<file path="src/rtl/fir_output_requantizer.sv">
// Requantizes the halfband FIR accumulator: round-half-up, saturate to OUT_WIDTH,
// buffer in a show-ahead FIFO with valid/ready output and saturating event counters.
module fir_output_requantizer #(
  parameter int ACC_WIDTH  = 24,
  parameter int FRAC_BITS  = 16,
  parameter int OUT_WIDTH  = 6,
  parameter int FIFO_DEPTH = 8,
  parameter int CNT_WIDTH  = 16
) (
  input  logic                          clk,
  input  logic                          reset,
  input  logic                          valid_in,
  input  logic [ACC_WIDTH-1:0]          data_in,
  output logic                          valid_out,
  output logic [OUT_WIDTH-1:0]          data_out,
  input  logic                          ready_in,
  output logic [$clog2(FIFO_DEPTH):0]   fifo_level,
  output logic [CNT_WIDTH-1:0]          sat_count,
  output logic [CNT_WIDTH-1:0]          drop_count
);

  localparam int AW = $clog2(FIFO_DEPTH);
  localparam int LW = AW + 1;
  localparam int RW = ACC_WIDTH + 1 - FRAC_BITS;
  localparam int CW = ((RW > OUT_WIDTH) ? RW : OUT_WIDTH) + 1;

  localparam logic [ACC_WIDTH:0] HALF    = (ACC_WIDTH + 1)'(1) << (FRAC_BITS - 1);
  localparam logic [CW-1:0]      SAT_MAX = {{(CW - OUT_WIDTH + 1){1'b0}}, {(OUT_WIDTH - 1){1'b1}}};
  localparam logic [CW-1:0]      SAT_MIN = {{(CW - OUT_WIDTH + 1){1'b1}}, {(OUT_WIDTH - 1){1'b0}}};

  logic [ACC_WIDTH:0]   round_sum;
  logic                 unused_round_lsbs;
  logic [RW-1:0]        s1_data_d, s1_data_q;
  logic                 s1_valid_q;
  logic [CW-1:0]        r_ext;
  logic                 clip_d;
  logic [OUT_WIDTH-1:0] s2_data_d, s2_data_q;
  logic                 s2_valid_q;

  logic [OUT_WIDTH-1:0] mem_q [FIFO_DEPTH];
  logic [AW-1:0]        wr_ptr_q, rd_ptr_q;
  logic [LW-1:0]        level_d, level_q;
  logic                 full, pop, write, drop;
  logic [CNT_WIDTH-1:0] sat_q, drop_q;

  // One extra MSB keeps the rounding add from wrapping at the positive limit.
  always_comb begin
    round_sum = {data_in[ACC_WIDTH-1], data_in} + HALF;
    s1_data_d = round_sum[ACC_WIDTH:FRAC_BITS];
  end
  assign unused_round_lsbs = ^round_sum[FRAC_BITS-1:0];

  always_comb begin
    r_ext     = {{(CW - RW){s1_data_q[RW-1]}}, s1_data_q};
    clip_d    = 1'b0;
    s2_data_d = r_ext[OUT_WIDTH-1:0];
    if ($signed(r_ext) > $signed(SAT_MAX)) begin
      s2_data_d = SAT_MAX[OUT_WIDTH-1:0];
      clip_d    = 1'b1;
    end else if ($signed(r_ext) < $signed(SAT_MIN)) begin
      s2_data_d = SAT_MIN[OUT_WIDTH-1:0];
      clip_d    = 1'b1;
    end
  end

  assign full      = (level_q == LW'(FIFO_DEPTH));
  assign valid_out = (level_q != '0);
  assign pop       = valid_out && ready_in;
  // A full FIFO still accepts a push when the head leaves on the same edge.
  assign write     = s2_valid_q && (!full || pop);
  assign drop      = s2_valid_q && full && !pop;

  always_comb begin
    level_d = level_q;
    if (write && !pop) begin
      level_d = level_q + LW'(1);
    end else if (!write && pop) begin
      level_d = level_q - LW'(1);
    end
  end

  always_ff @(posedge clk) begin
    if (reset) begin
      s1_valid_q <= 1'b0;
      s2_valid_q <= 1'b0;
      wr_ptr_q   <= '0;
      rd_ptr_q   <= '0;
      level_q    <= '0;
      sat_q      <= '0;
      drop_q     <= '0;
    end else begin
      s1_valid_q <= valid_in;
      s2_valid_q <= s1_valid_q;
      level_q    <= level_d;
      if (s1_valid_q && clip_d && (sat_q != '1)) begin
        sat_q <= sat_q + CNT_WIDTH'(1);
      end
      if (drop && (drop_q != '1)) begin
        drop_q <= drop_q + CNT_WIDTH'(1);
      end
      if (write) begin
        wr_ptr_q <= wr_ptr_q + AW'(1);
      end
      if (pop) begin
        rd_ptr_q <= rd_ptr_q + AW'(1);
      end
    end
  end

  always_ff @(posedge clk) begin
    if (valid_in) begin
      s1_data_q <= s1_data_d;
    end
    if (s1_valid_q) begin
      s2_data_q <= s2_data_d;
    end
    if (write && !reset) begin
      mem_q[wr_ptr_q] <= s2_data_q;
    end
  end

  assign data_out   = valid_out ? mem_q[rd_ptr_q] : '0;
  assign fifo_level = level_q;
  assign sat_count  = sat_q;
  assign drop_count = drop_q;

endmodule
</file>
<file path="config.mk">
export PLATFORM = sky130hd
export DESIGN_NAME = fir_output_requantizer
export DESIGN_NICKNAME = d
export VERILOG_FILES = /design/src/rtl/fir_output_requantizer.sv
export SDC_FILE = /design/constraint.sdc
export NUM_CORES = 1
export LEC_CHECK = 0
export BUFFER_PORTS_ARGS = -buffer_cell sky130_fd_sc_hd__buf_2
export CORE_MARGIN = 2
export CORE_UTILIZATION = 55
export DETAILED_ROUTE_END_ITERATION = 7
export HOLD_SLACK_MARGIN = 0.06
export PLACE_DENSITY = 0.83
export SYNTH_ARGS = -nofsm -noshare
export SYNTH_HDL_FRONTEND = slang
export SYNTH_SLANG_ARGS = --single-unit
</file>
<file path="constraint.sdc">
create_clock -name clk -period 4.4 [get_ports clk]
set_input_delay 0.88 -clock clk [delete_from_list [all_inputs] [get_ports clk]]
set_output_delay 0.88 -clock clk [all_outputs]
set_load 0.01 [all_outputs]
</file>
==> results of run 1 <==
## metrics by stage
step / cells / utilization, % / hold slack [ns] / setup WS, ns
floorplan: 417 / - / 0.454 / 1.38
global placement: 563 / 60.6 / 0.466 / 1.12
detailed placement: 563 / 60.6 / 0.484 / 0.997
CTS: 578 / 62.8 / 0.490 / 1.11
global route: 578 / 62.8 / 0.509 / 0.865
finish: 578 / 62.8 / 0.493 / 1.16
## worst min path at each step
stage	startpoint	endpoint	slack [ns]	cells after the start
floorplan	rd_ptr_q[1]$_SDFFE_PP0N_	flop	0.45	2
global placement	rd_ptr_q[1]$_SDFFE_PP0N_	rd_ptr_q[1]$_SDFFE_PP0N_	0.47	2
detailed placement	rd_ptr_q[1]$_SDFFE_PP0N_	rd_ptr_q[1]$_SDFFE_PP0N_	0.48	2
CTS	rd_ptr_q[1]$_SDFFE_PP0N_	flop	0.49	2
global route	rd_ptr_q[1]$_SDFFE_PP0N_	flop	0.51	2
finish	rd_ptr_q[1]$_SDFFE_PP0N_	rd_ptr_q[1]$_SDFFE_PP0N_	0.49	2
## state kept, by name (all words and copies together) (netlist names), named ones only
| name | count |
|---|---|
| mem_q | 48 |
| s1_data_q | 9 |
| fifo_level | 4 |
| wr_ptr_q | 3 |
| s2_data_q | 6 |
| s1_valid_q | 1 |
| rd_ptr_q | 3 |
| s2_valid_q | 1 |
| drop_count | 16 |
| sat_count | 16 |
## power by group through the flow
stage | Sequential (mW) | Clock, mW | Combinational (mW)
2_1_floorplan | 1.21 | 0 | 0.324
3_3_place_gp | 1.24 | 0 | 0.413
3_5_place_dp | 1.25 | 0 | 0.431
4_1_cts | 1.22 | 0.598 | 0.434
5_1_grt | 1.24 | 0.633 | 0.481
6_report | 1.22 | 0.587 | 0.429
## area by class of cell
type                    count  area, um^2  share of cell area (%)
clock inverters             5        61.3                    1.11
clock buffers              10         128                    2.32
well taps                 108         135                    2.46
multi-input cells         280        2030                    36.9
inverters                  10        37.5                   0.682
flip-flops and latches    110        2830                    51.5
repair buffers             55         275                    5.00
## critical path, stage by stage (launching register included)
cell	delay (ns)
dfxtp_1	0.40
or3_4	0.43
nor2_1	0.41
inv_1	0.18
nand2_1	0.19
ha_1	0.20
inv_1	0.10
ha_1	0.28
a21o_2	0.21
a21oi_1	0.18
mux2i_1	0.22
mux2_2	0.34
## cell usage after synthesis (3+ instances only)
library cell	n
a21oi_1	25
and4_1	5
buf_2	4
clkbuf_1	9
dfxtp_1	47
edfxtp_1	63
ha_1	8
inv_1	10
mux2_2	7
mux2i_1	8
mux4_2	12
nand2_1	30
nand3_1	18
nand4_1	13
nor2_1	37
nor2b_1	9
nor3_1	5
nor4_1	9
nor4_2	3
o21a_1	3
o21ai_0	7
o2bb2ai_1	5
o31a_1	3
o31ai_1	15
o41ai_1	3
or3_1	3
or4_1	16
xnor2_1	5
xor2_1	7
## placed cells by master (no fill, tap or decap), types with 3 or more instances in the layout
cell type	n
xnor2_1	5
o31a_1	3
nand2_1	30
nand3_1	18
or4_1	16
or3_1	3
o41ai_1	3
nor3_1	5
mux2_2	7
xor2_1	7
mux2i_1	8
nor2b_1	9
nor4_2	3
mux4_2	12
nor2_1	37
a21oi_1	25
nand4_1	13
dfxtp_1	47
o21a_1	3
o2bb2ai_1	5
edfxtp_1	63
inv_1	10
o21ai_0	7
clkbuf_8	9
buf_2	55
o31ai_1	15
and4_1	5
nor4_1	9
ha_1	8
clkinvlp_4	3
## routing by layer
| metal | wire length, um | track usage, % | vias to the layer above |
|---|---|---|---|
| li1 | - | - | 1703 |
| met3 | 379 | 3.72 | 12 |
| met5 | 0 | 0 | - |
| met4 | 129 | 7.17 | 0 |
| met1 | 4030 | 25.1 | 1664 |
| met2 | 4380 | 30.5 | 93 |
## logic make-up (layout without fill, tap and decap cells)
family,count (synthesis),count (layout)
xor gates and xnor gates,12,12
and+or+nand+nor,164,164
AOI/OAI and AO/OA,68,68
buffers and inverters,27,80
DFF,110,110
muxes,27,27
adders and majority gates,9,9
==> out/qor.csv, run 1 <==
metric,value,unit
Max Root-Sink Buffers,2,
CTS root buffer,clkbuf_8,
final period utilization,73.7,%
I/O Buffers,55,
status,completed,
clock power share,26.3,%
clk_lat worst skew,0.37,ns
Finish-stage setup viols,0,
largest net degree at the start of global routing,54,
Seq cells post-synth,110,
drt initial violations,211,
worst hold path type,flop to flop,
total CTS buffers,9,
mux contribution to synthesized area,8.59,%
vias in the first global route,3201,
Total Routed Length,8.92,mm
R2R cell count,11,
Post-Synth Adder-Cell Area,2.41,%
diode count,0,
setup TNS,0,ns
Worst Path Arrival,3.50,ns
"Data required, critical path",4.66,ns
total clock sinks,110,
Worst setup startpoint,fifo_level[0]$_SDFFE_PP0P_,
Fin Clk Skew,0.0140,ns
routed len/inst,15.4,um
core area,8760,um^2
r2r setup slk,1.16,ns
kind of critical path,flop to flop,
simple-gate share of the synthesized area,18.2,%
f_max,308,MHz
Synth Area in XOR/XNOR,2.10,%
crit path time final,3.24,ns
Synth warnings,0,
DIE AREA,9860,um^2
Comb pwr share,19.2,%
Fillers,680,
Synth top area share,37.9,%
asr flop ratio synth,0,%
sequential area share after synthesis,56.7,%
largest family of logic cells by synthesized area,simple AND/OR/NAND/NOR gates,
top_reg_cell synth,edfxtp_1,
total global routing overflow,0,
synth top area cells,"edfxtp_1 (38%), dfxtp_1 (19%), mux4_2 (5.4%), nor2_1 (2.8%), a21oi_1 (2.5%)",
Nets,503,
Resized cells post-CTS,0,
ANT nets after route,0,
first-pass GRT wire length,15.0,mm
vias per inst,6.01,
Critical Path Sink,fifo_level[3]$_SDFFE_PP0P_,
sw frac,28.1,%
reg-to-reg startpoint,fifo_level[0]$_SDFFE_PP0P_,
Final Hold Vio Count,0,
RSZ-0062 raised after global routing,false,
synthesized area,4990,um^2
RR Endpoint,fifo_level[3]$_SDFFE_PP0P_,
CTS tree,yes,
Mapped Nets,454,
via count,3472,
Post-route DRC,0,
H-tree depth,3,
FP Rows,34,
Critical Path Fanout Max,7,
syn avg cell area,12.0,um^2
Max Slew Vio Count,0,
Setup crit start kind,flop,
cell area after layout,5500,um^2
P_sw,0.627,mW
Die Y,99.3,um
Leak Pwr,1.89,nW
Power Density,406,nW/um^2
Final Wtd Congestion,0.858,
DP HPWL,6.30,mm
Power Internal,1.61,mW
die width,99.3,um
drt first pass iters,5,
Slew @ Worst Pin,1.25,ns
Max VDD drop,227,uV
total track usage,18.7,%
Setup crit end kind,flop,
unique cell type count in the Yosys netlist,50,
Synth Area in Compound Gates,9.40,%
synthesis-to-finish area growth,10.2,%
Clock transition at path regs,0.10,ns
Slew headroom,16.0,%
Starting Density,57.0,%
Yosys top cell by area,edfxtp_1,
post-layout power,2.23,mW
Reg power frac,54.5,%
cell count after synthesis,417,
Post-DP Area,5310,um^2
Post-CTS Setup Inserts,0,
Post-synth EDFFs,63,
max-cap violations,0,
CTS Hold Bufs,0,
initial antenna violation count,0,
# IOs,71,
ratio of cells with drive above 1 in the final layout,21.7,%
(Power assumes the default switching activity.)
==> run 2: changes to the inputs <==
==> constraint.sdc (replaced) <==
create_clock -name clk -period 3.1 [get_ports clk]
set_input_delay 0.62 -clock clk [delete_from_list [all_inputs] [get_ports clk]]
set_output_delay 0.62 -clock clk [all_outputs]
set_load 0.01 [all_outputs]
==> run 2 against run 1 <==
Core utilization grew 0.46 points. Final cell count grew 1.6%. Sequential power grew 39%. Hold slack lost 0.0064 ns. Largest power group unchanged.
==> out/qor.csv, run 2 (same netlist as run 1, synthesis figures left out) <==
metric,value,unit,change
total CTS buffers,9,,unchanged
Fillers,702,,was 680
total clock sinks,110,,unchanged
FP Rows,34,,unchanged
die width,99.3,um,unchanged
storage element area,2830,um^2,unchanged
Critical Path Fanout Max,6,,was 7
Slew @ Worst Pin,1.18,ns,was 1.25 ns
status,completed,,unchanged
setup TNS,0,ns,unchanged
Final Hold Vio Count,0,,unchanged
initial antenna violation count,0,,unchanged
Power Density,563,nW/um^2,was 406 nW/um^2
"commonest non-fill, non-tap cell in the layout",edfxtp_1,,unchanged
H-tree depth,3,,unchanged
Non-Filler Instances,587,,was 578
ANT nets after route,0,,unchanged
DP HPWL,6.67,mm,was 6.30 mm
most frequent cells in the layout,"edfxtp_1 (63), buf_2 (55), dfxtp_1 (47), nor2_1 (37), nand2_1 (30)",,unchanged
via count,3495,,was 3472
worst hold path type,flop to flop,,unchanged
Top reg by flops,mem_q,,unchanged
core area,8760,um^2,unchanged
DIE AREA,9860,um^2,unchanged
Final Wtd Congestion,0.906,,was 0.858
first-pass GRT wire length,15.5,mm,was 15.0 mm
final period utilization,92.4,%,was 73.7%
vias per inst,5.95,,was 6.01
kind of critical path,flop to flop,,unchanged
clk_lat worst skew,0.36,ns,was 0.37 ns
hold_sp,rd_ptr_q[1]$_SDFFE_PP0N_,,unchanged
DP Cell Count,571,,was 563
vias in the first global route,3284,,was 3201
I/O Buffers,55,,unchanged
drt first pass iters,5,,unchanged
routed len/inst,15.7,um,was 15.4 um
reg-to-reg startpoint,fifo_level[0]$_SDFFE_PP0P_,,unchanged
drt initial violations,177,,was 211
ratio of cells with drive above 1 in the final layout,23.0,%,was 21.7%
Fin Clk Skew,0.00906,ns,was 0.0140 ns
f_max,349,MHz,was 308 MHz
Worst Path Arrival,3.11,ns,was 3.50 ns
Post-route DRC,0,,unchanged
"Data required, critical path",3.35,ns,was 4.66 ns
Total Routed Length,9.24,mm,was 8.92 mm
# IOs,71,,unchanged
Nets,511,,was 503
Die Y,99.3,um,unchanged
Setup crit end kind,flop,,unchanged
post-layout power,3.12,mW,was 2.23 mW
total track usage,19.6,%,was 18.7%
Worst setup startpoint,fifo_level[0]$_SDFFE_PP0P_,,unchanged
Clock transition at path regs,0.10,ns,about the same
CTS Hold Bufs,0,,unchanged
Max Slew Vio Count,0,,unchanged
Starting Density,57.0,%,unchanged
Leak Pwr,1.92,nW,was 1.89 nW
max-cap violations,0,,unchanged
largest net degree at the start of global routing,29,,was 54
Slew headroom,20.8,%,was 16.0%
diode count,0,,unchanged
RSZ-0062 raised after global routing,false,,unchanged
CTS root buffer,clkbuf_8,,unchanged
Max Root-Sink Buffers,2,,unchanged
total global routing overflow,0,,unchanged
Max VDD drop,317,uV,was 227 uV
Setup crit start kind,flop,,unchanged
max reg flops,48,,unchanged
Finish-stage setup viols,0,,unchanged
r2r setup slk,0.24,ns,was 1.16 ns
crit path time final,2.86,ns,was 3.24 ns
Multi-input gate area,2030,um^2,unchanged
synthesis-to-finish area growth,11.0,%,was 10.2%
Post-CTS Setup Inserts,0,,unchanged
CTS tree,yes,,unchanged
## run 2: changes by cell type in the layout (fill, tap and decap cells not counted)
| cell | before | now |
|---|---|---|
| buf_4 | 0 | 8 |
| clkinvlp_4 | 3 | 5 |
| bufinv_16 | 1 | 0 |
| clkbuf_1 | 1 | 2 |
| clkinv_4 | 1 | 0 |
| o21ai_0 | 7 | 6 |
| o21ai_1 | 0 | 1 |
## run 2: critical path: stages (launching register included)
cell and delay [ns]:
dfxtp_1 0.38, or3_4 0.43, nor2_1 0.15, inv_1 0.10, nand2_1 0.15, ha_1 0.19
inv_1 0.10, ha_1 0.28, a21o_2 0.21, a21oi_1 0.19, mux2i_1 0.23, mux2_2 0.35
## run 2: metal layers
layer / global-route usage (%) / wire (um)
met5: 0 / 0
met1: 26.6 / 4160
met2: 31.7 / 4570
met4: 5.80 / 156
met3: 4.78 / 357
## run 2: timing repair
item                       4_1_cts  5_1_grt
gates resized for setup          0        1
hold endpoints to repair         0        0
setup endpoints to repair        0        1
## run 2: worst paths after layout
kind	cells after the start	end
max	11	fifo_level[3]$_SDFFE_PP0P_
min	2	flop
max reg2reg	11	fifo_level[3]$_SDFFE_PP0P_
min reg2reg	2	flop
## run 2: final cells by class
type                            instances  share of cell area (%)
Clock inverter                          5                   0.677
Clock buffer                           11                    2.37
Multi-Input combinational cell        280                    36.7
Timing Repair Buffer                   63                    6.05
Tap cell                              108                    2.44
Inverter                               10                   0.677
Sequential cell                       110                    51.1
## run 2: where the power goes
part	internal (mW)	switching (mW)
registers	1.61	0.0830
clock network	0.293	0.455
logic	0.319	0.356
## run 2: per-stage QoR
step | setup slack, ns | utilization (%) | area [um^2] | hold slack (ns)
2_1_floorplan | 0.204 | - | 4990 | 0.454
3_3_place_gp | 0.187 | 61.3 | 5370 | 0.466
3_5_place_dp | 0.00733 | 61.3 | 5370 | 0.483
4_1_cts | 0.196 | 63.2 | 5540 | 0.487
5_1_grt | 0.0270 | 63.2 | 5540 | 0.534
6_report | 0.236 | 63.2 | 5540 | 0.487
==> run 3: changes to the inputs <==
--- a/config.mk
+++ b/config.mk
@@ -5,8 +5,9 @@
 export SDC_FILE = /design/constraint.sdc
 export NUM_CORES = 1
 export LEC_CHECK = 0
+export ABC_AREA = 1
 export BUFFER_PORTS_ARGS = -buffer_cell sky130_fd_sc_hd__buf_2
-export CORE_MARGIN = 2
+export CORE_MARGIN = 4
 export CORE_UTILIZATION = 55
 export DETAILED_ROUTE_END_ITERATION = 7
 export HOLD_SLACK_MARGIN = 0.06
==> run 3 against run 2 <==
Maximum frequency is 9.6% higher. Clock-buffer cell count up 3. Via count up 17%. Global-route usage about the same. Setup slack better by 0.25 ns. Sequential share of layout area shrank 1.9 points. Routed wire length increased by 14%. Total power increased by 4.4%. Combinational power grew 7.9%. Register-to-register slack gained 0.62 ns. Clock power grew 5.1%. Critical path type is now flop to primary output. Critical endpoint is now data_out[4]. Highest routed layer unchanged.
==> out/qor.csv, run 3 <==
metric,value,unit,change
CTS tree,yes,,unchanged
"Worst Setup Slack, final",0.488,ns,was 0.236 ns
RSZ-0062 raised after global routing,false,,unchanged
die width,105,um,was 99.3 um
crit path time final,2.61,ns,was 2.86 ns
ANT nets after route,0,,unchanged
mux contribution to synthesized area,1.15,%,was 8.59%
largest net degree at the start of global routing,27,,was 29
Nets,684,,was 511
Mapped Nets,631,,was 454
CP peak stage delay,0.57,ns,was 0.43 ns
post-layout util,62.2,%,was 63.2%
CTS root buffer,clkbuf_8,,unchanged
Post-DP Area,5570,um^2,was 5370 um^2
post-layout power,3.26,mW,was 3.12 mW
most frequent cells in the layout,"nand2_1 (147), nor2_1 (102), edfxtp_1 (63), buf_2 (55), o21ai_0 (48)",,"was edfxtp_1 (63), buf_2 (55), dfxtp_1 (47), nor2_1 (37), nand2_1 (30)"
diode count,0,,unchanged
Total Routed Length,10.5,mm,was 9.24 mm
Critical Path Fanout Max,18,,was 6
I/O Buffers,55,,unchanged
max reg flops,48,,unchanged
"commonest non-fill, non-tap cell in the layout",nand2_1,,was edfxtp_1
DIE AREA,11100,um^2,was 9860 um^2
synthesized area,5200,um^2,was 4990 um^2
status,completed,,unchanged
DP Cell Count,765,,was 571
Setup crit end kind,primary output,,was flop
Post-route DRC,0,,unchanged
ratio of cells with drive above 1 in the final layout,14.7,%,was 23.0%
met2 WL,5.32,mm,was 4.57 mm
CP most frequent cell,o21ai_0,,
Max Root-Sink Buffers,2,,unchanged
Yosys top cell by area,edfxtp_1,,unchanged
total global routing overflow,0,,unchanged
Slew @ Worst Pin,0.961,ns,was 1.18 ns
cell area after layout,5750,um^2,was 5540 um^2
syn avg cell area,8.76,um^2,was 12.0 um^2
Final Wtd Congestion,0.809,,was 0.906
clk_lat worst skew,0.36,ns,about the same
Starting Density,56.3,%,was 57.0%
Leak Pwr,2.17,nW,was 1.92 nW
Setup WS pre-CTS,0.609,ns,was 0.00733 ns
routed len/inst,13.4,um,was 15.7 um
initial antenna violation count,0,,unchanged
setup TNS,0,ns,unchanged
uppermost routed layer,met4,,unchanged
vias in the first global route,3931,,was 3284
Max Slew Vio Count,0,,unchanged
Setup crit start kind,flop,,unchanged
worst hold path type,flop to flop,,unchanged
DP HPWL,7.51,mm,was 6.67 mm
Final Hold Vio Count,0,,unchanged
Fin Clk Skew,0.0157,ns,was 0.00906 ns
top_reg_cell synth,edfxtp_1,,unchanged
total clock sinks,110,,unchanged
Multi-input gate area,2110,um^2,was 2030 um^2
worst-path cell chain,inv_1 > o21ai_0 > o21ai_0 > o21ai_0 > nor2_1 > buf_2,,was or3_4 > nor2_1 > inv_1 > nand2_1 > ha_1 > inv_1 > ha_1 > a21o_2 > a21oi_1 > mux2i_1 > mux2_2
met1 WL,4.55,mm,was 4.16 mm
Post-Synth Adder-Cell Area,2.31,%,was 2.41%
synth top area cells,"edfxtp_1 (36%), dfxtp_1 (18%), nand2_1 (11%), nor2_1 (7.4%), o21ai_0 (4.6%)",,"was edfxtp_1 (38%), dfxtp_1 (19%), mux4_2 (5.4%), nor2_1 (2.8%), a21oi_1 (2.5%)"
Resized cells post-CTS,0,,unchanged
Finish-stage setup viols,0,,unchanged
total CTS buffers,9,,unchanged
Seq cells post-synth,110,,unchanged
Synth warnings,0,,unchanged
asr flop ratio synth,0,%,unchanged
synthesis-to-finish area growth,10.5,%,was 11.0%
f_max,383,MHz,was 349 MHz
CTS Hold Bufs,0,,unchanged
vias per inst,5.23,,was 5.95
core area,9240,um^2,was 8760 um^2
r2r setup slk,0.86,ns,was 0.24 ns
Die Y,105,um,was 99.3 um
via count,4083,,was 3495
drt initial violations,221,,was 177
top-count cell post-synth,nand2_1,,was edfxtp_1
"Buf+Inv Stages, Crit Path",2,,unchanged
final period utilization,84.3,%,was 92.4%
Non-Filler Instances,781,,was 587
unique cell type count in the Yosys netlist,27,,was 50
"top cells by count, synth","nand2_1 (147), nor2_1 (102), edfxtp_1 (63)",,"was edfxtp_1 (63), dfxtp_1 (47), nor2_1 (37)"
# IOs,71,,unchanged
Max VDD drop,338,uV,was 317 uV
Post-CTS Setup Inserts,0,,unchanged
crit-path leading delay family,flip-flops,,was simple AND/OR/NAND/NOR gates
H-tree depth,3,,unchanged
met3 wire length,544,um,was 357 um
largest family of logic cells by synthesized area,simple AND/OR/NAND/NOR gates,,unchanged
FP Rows,35,,was 34
Top reg by flops,mem_q,,unchanged
simple-gate share of the synthesized area,23.9,%,was 18.2%
cell count after synthesis,594,,was 417
Worst Path Arrival,1.99,ns,was 3.11 ns
worst hold slack,0.472,ns,was 0.487 ns
total track usage,19.7,%,was 19.6%
first-pass GRT wire length,17.8,mm,was 15.5 mm
Slew headroom,35.4,%,was 20.8%
max-cap violations,0,,unchanged
Synth top area share,36.4,%,was 37.9%
storage element area,2830,um^2,unchanged
Fillers,759,,was 702
kind of critical path,flop to primary output,,was flop to flop
Synth Area in Compound Gates,9.88,%,was 9.40%
Post-synth EDFFs,63,,unchanged
Clock transition at path regs,0.10,ns,about the same
Synth Area in XOR/XNOR,3.37,%,was 2.10%
CP max stage cell,dfxtp_1,,was or3_4
Power Density,566,nW/um^2,was 563 nW/um^2
"Data required, critical path",2.48,ns,was 3.35 ns
sequential area share after synthesis,54.4,%,was 56.7%
drt first pass iters,5,,unchanged
-- run 3: cell types whose count changed in the layout (fill, tap and decap cells not counted), moves of 9 or more --
cell     before  now
a21oi_2       0   12
inv_1        10   45
mux4_2       12    0
nand2_1      30  147
nor2_1       37  102
nor2b_1       9    0
nor4_1        9    0
o21ai_0       6   48
o31ai_1      15    0
or4_1        16    0
-- run 3: where the power goes --
| part | switching [mW] | internal (mW) | total, mW |
|---|---|---|---|
| registers | 0.119 | 1.62 | 1.74 |
| logic | 0.445 | 0.283 | 0.728 |
| clock network | 0.441 | 0.345 | 0.786 |
-- run 3: path summary, 6_finish.rpt --
check | cells after the start | startpoint | to
hold / removal | 2 | rd_ptr_q[2]$_SDFFE_PP0N_ | flop
setup / recovery | 6 | flop | data_out[4]
setup reg to reg | 12 | fifo_level[0]$_SDFFE_PP0P_ | fifo_level[3]$_SDFFE_PP0P_
hold reg to reg | 2 | rd_ptr_q[2]$_SDFFE_PP0N_ | flop
-- run 3: layout make-up --
type | count | area share [%]
clock inverter | 2 | 0.283
sequential | 110 | 49.2
multi-input combinational | 423 | 36.7
clock buffer | 14 | 2.85
inverter | 45 | 2.94
timing repair buffer | 58 | 5.18
tap | 129 | 2.81
-- run 3: logic make-up (layout without fill, tap and decap cells) --
group | after synthesis | in the layout
DFF | 110 | 110
adders and majority gates | 9 | 9
muxes | 6 | 6
xor gates and xnor gates | 20 | 20
buffers and inverters | 61 | 119
AOI/OAI and AO/OA | 90 | 90
and+or+nand+nor | 298 | 298
-- run 3: routing by layer --
layer / GRT usage, % / up-vias
li1: - / 2060
met2: 35.0 / 124
met5: 0 / -
met4: 5.25 / 0
met1: 24.1 / 1893
met3: 4.29 / 6
-- run 3: tightest hold or removal path, cell delays in order, from the launching register on --
cell and delay, ns:
dfxtp_1 0.32, inv_1 0.05, a21oi_1 0.06
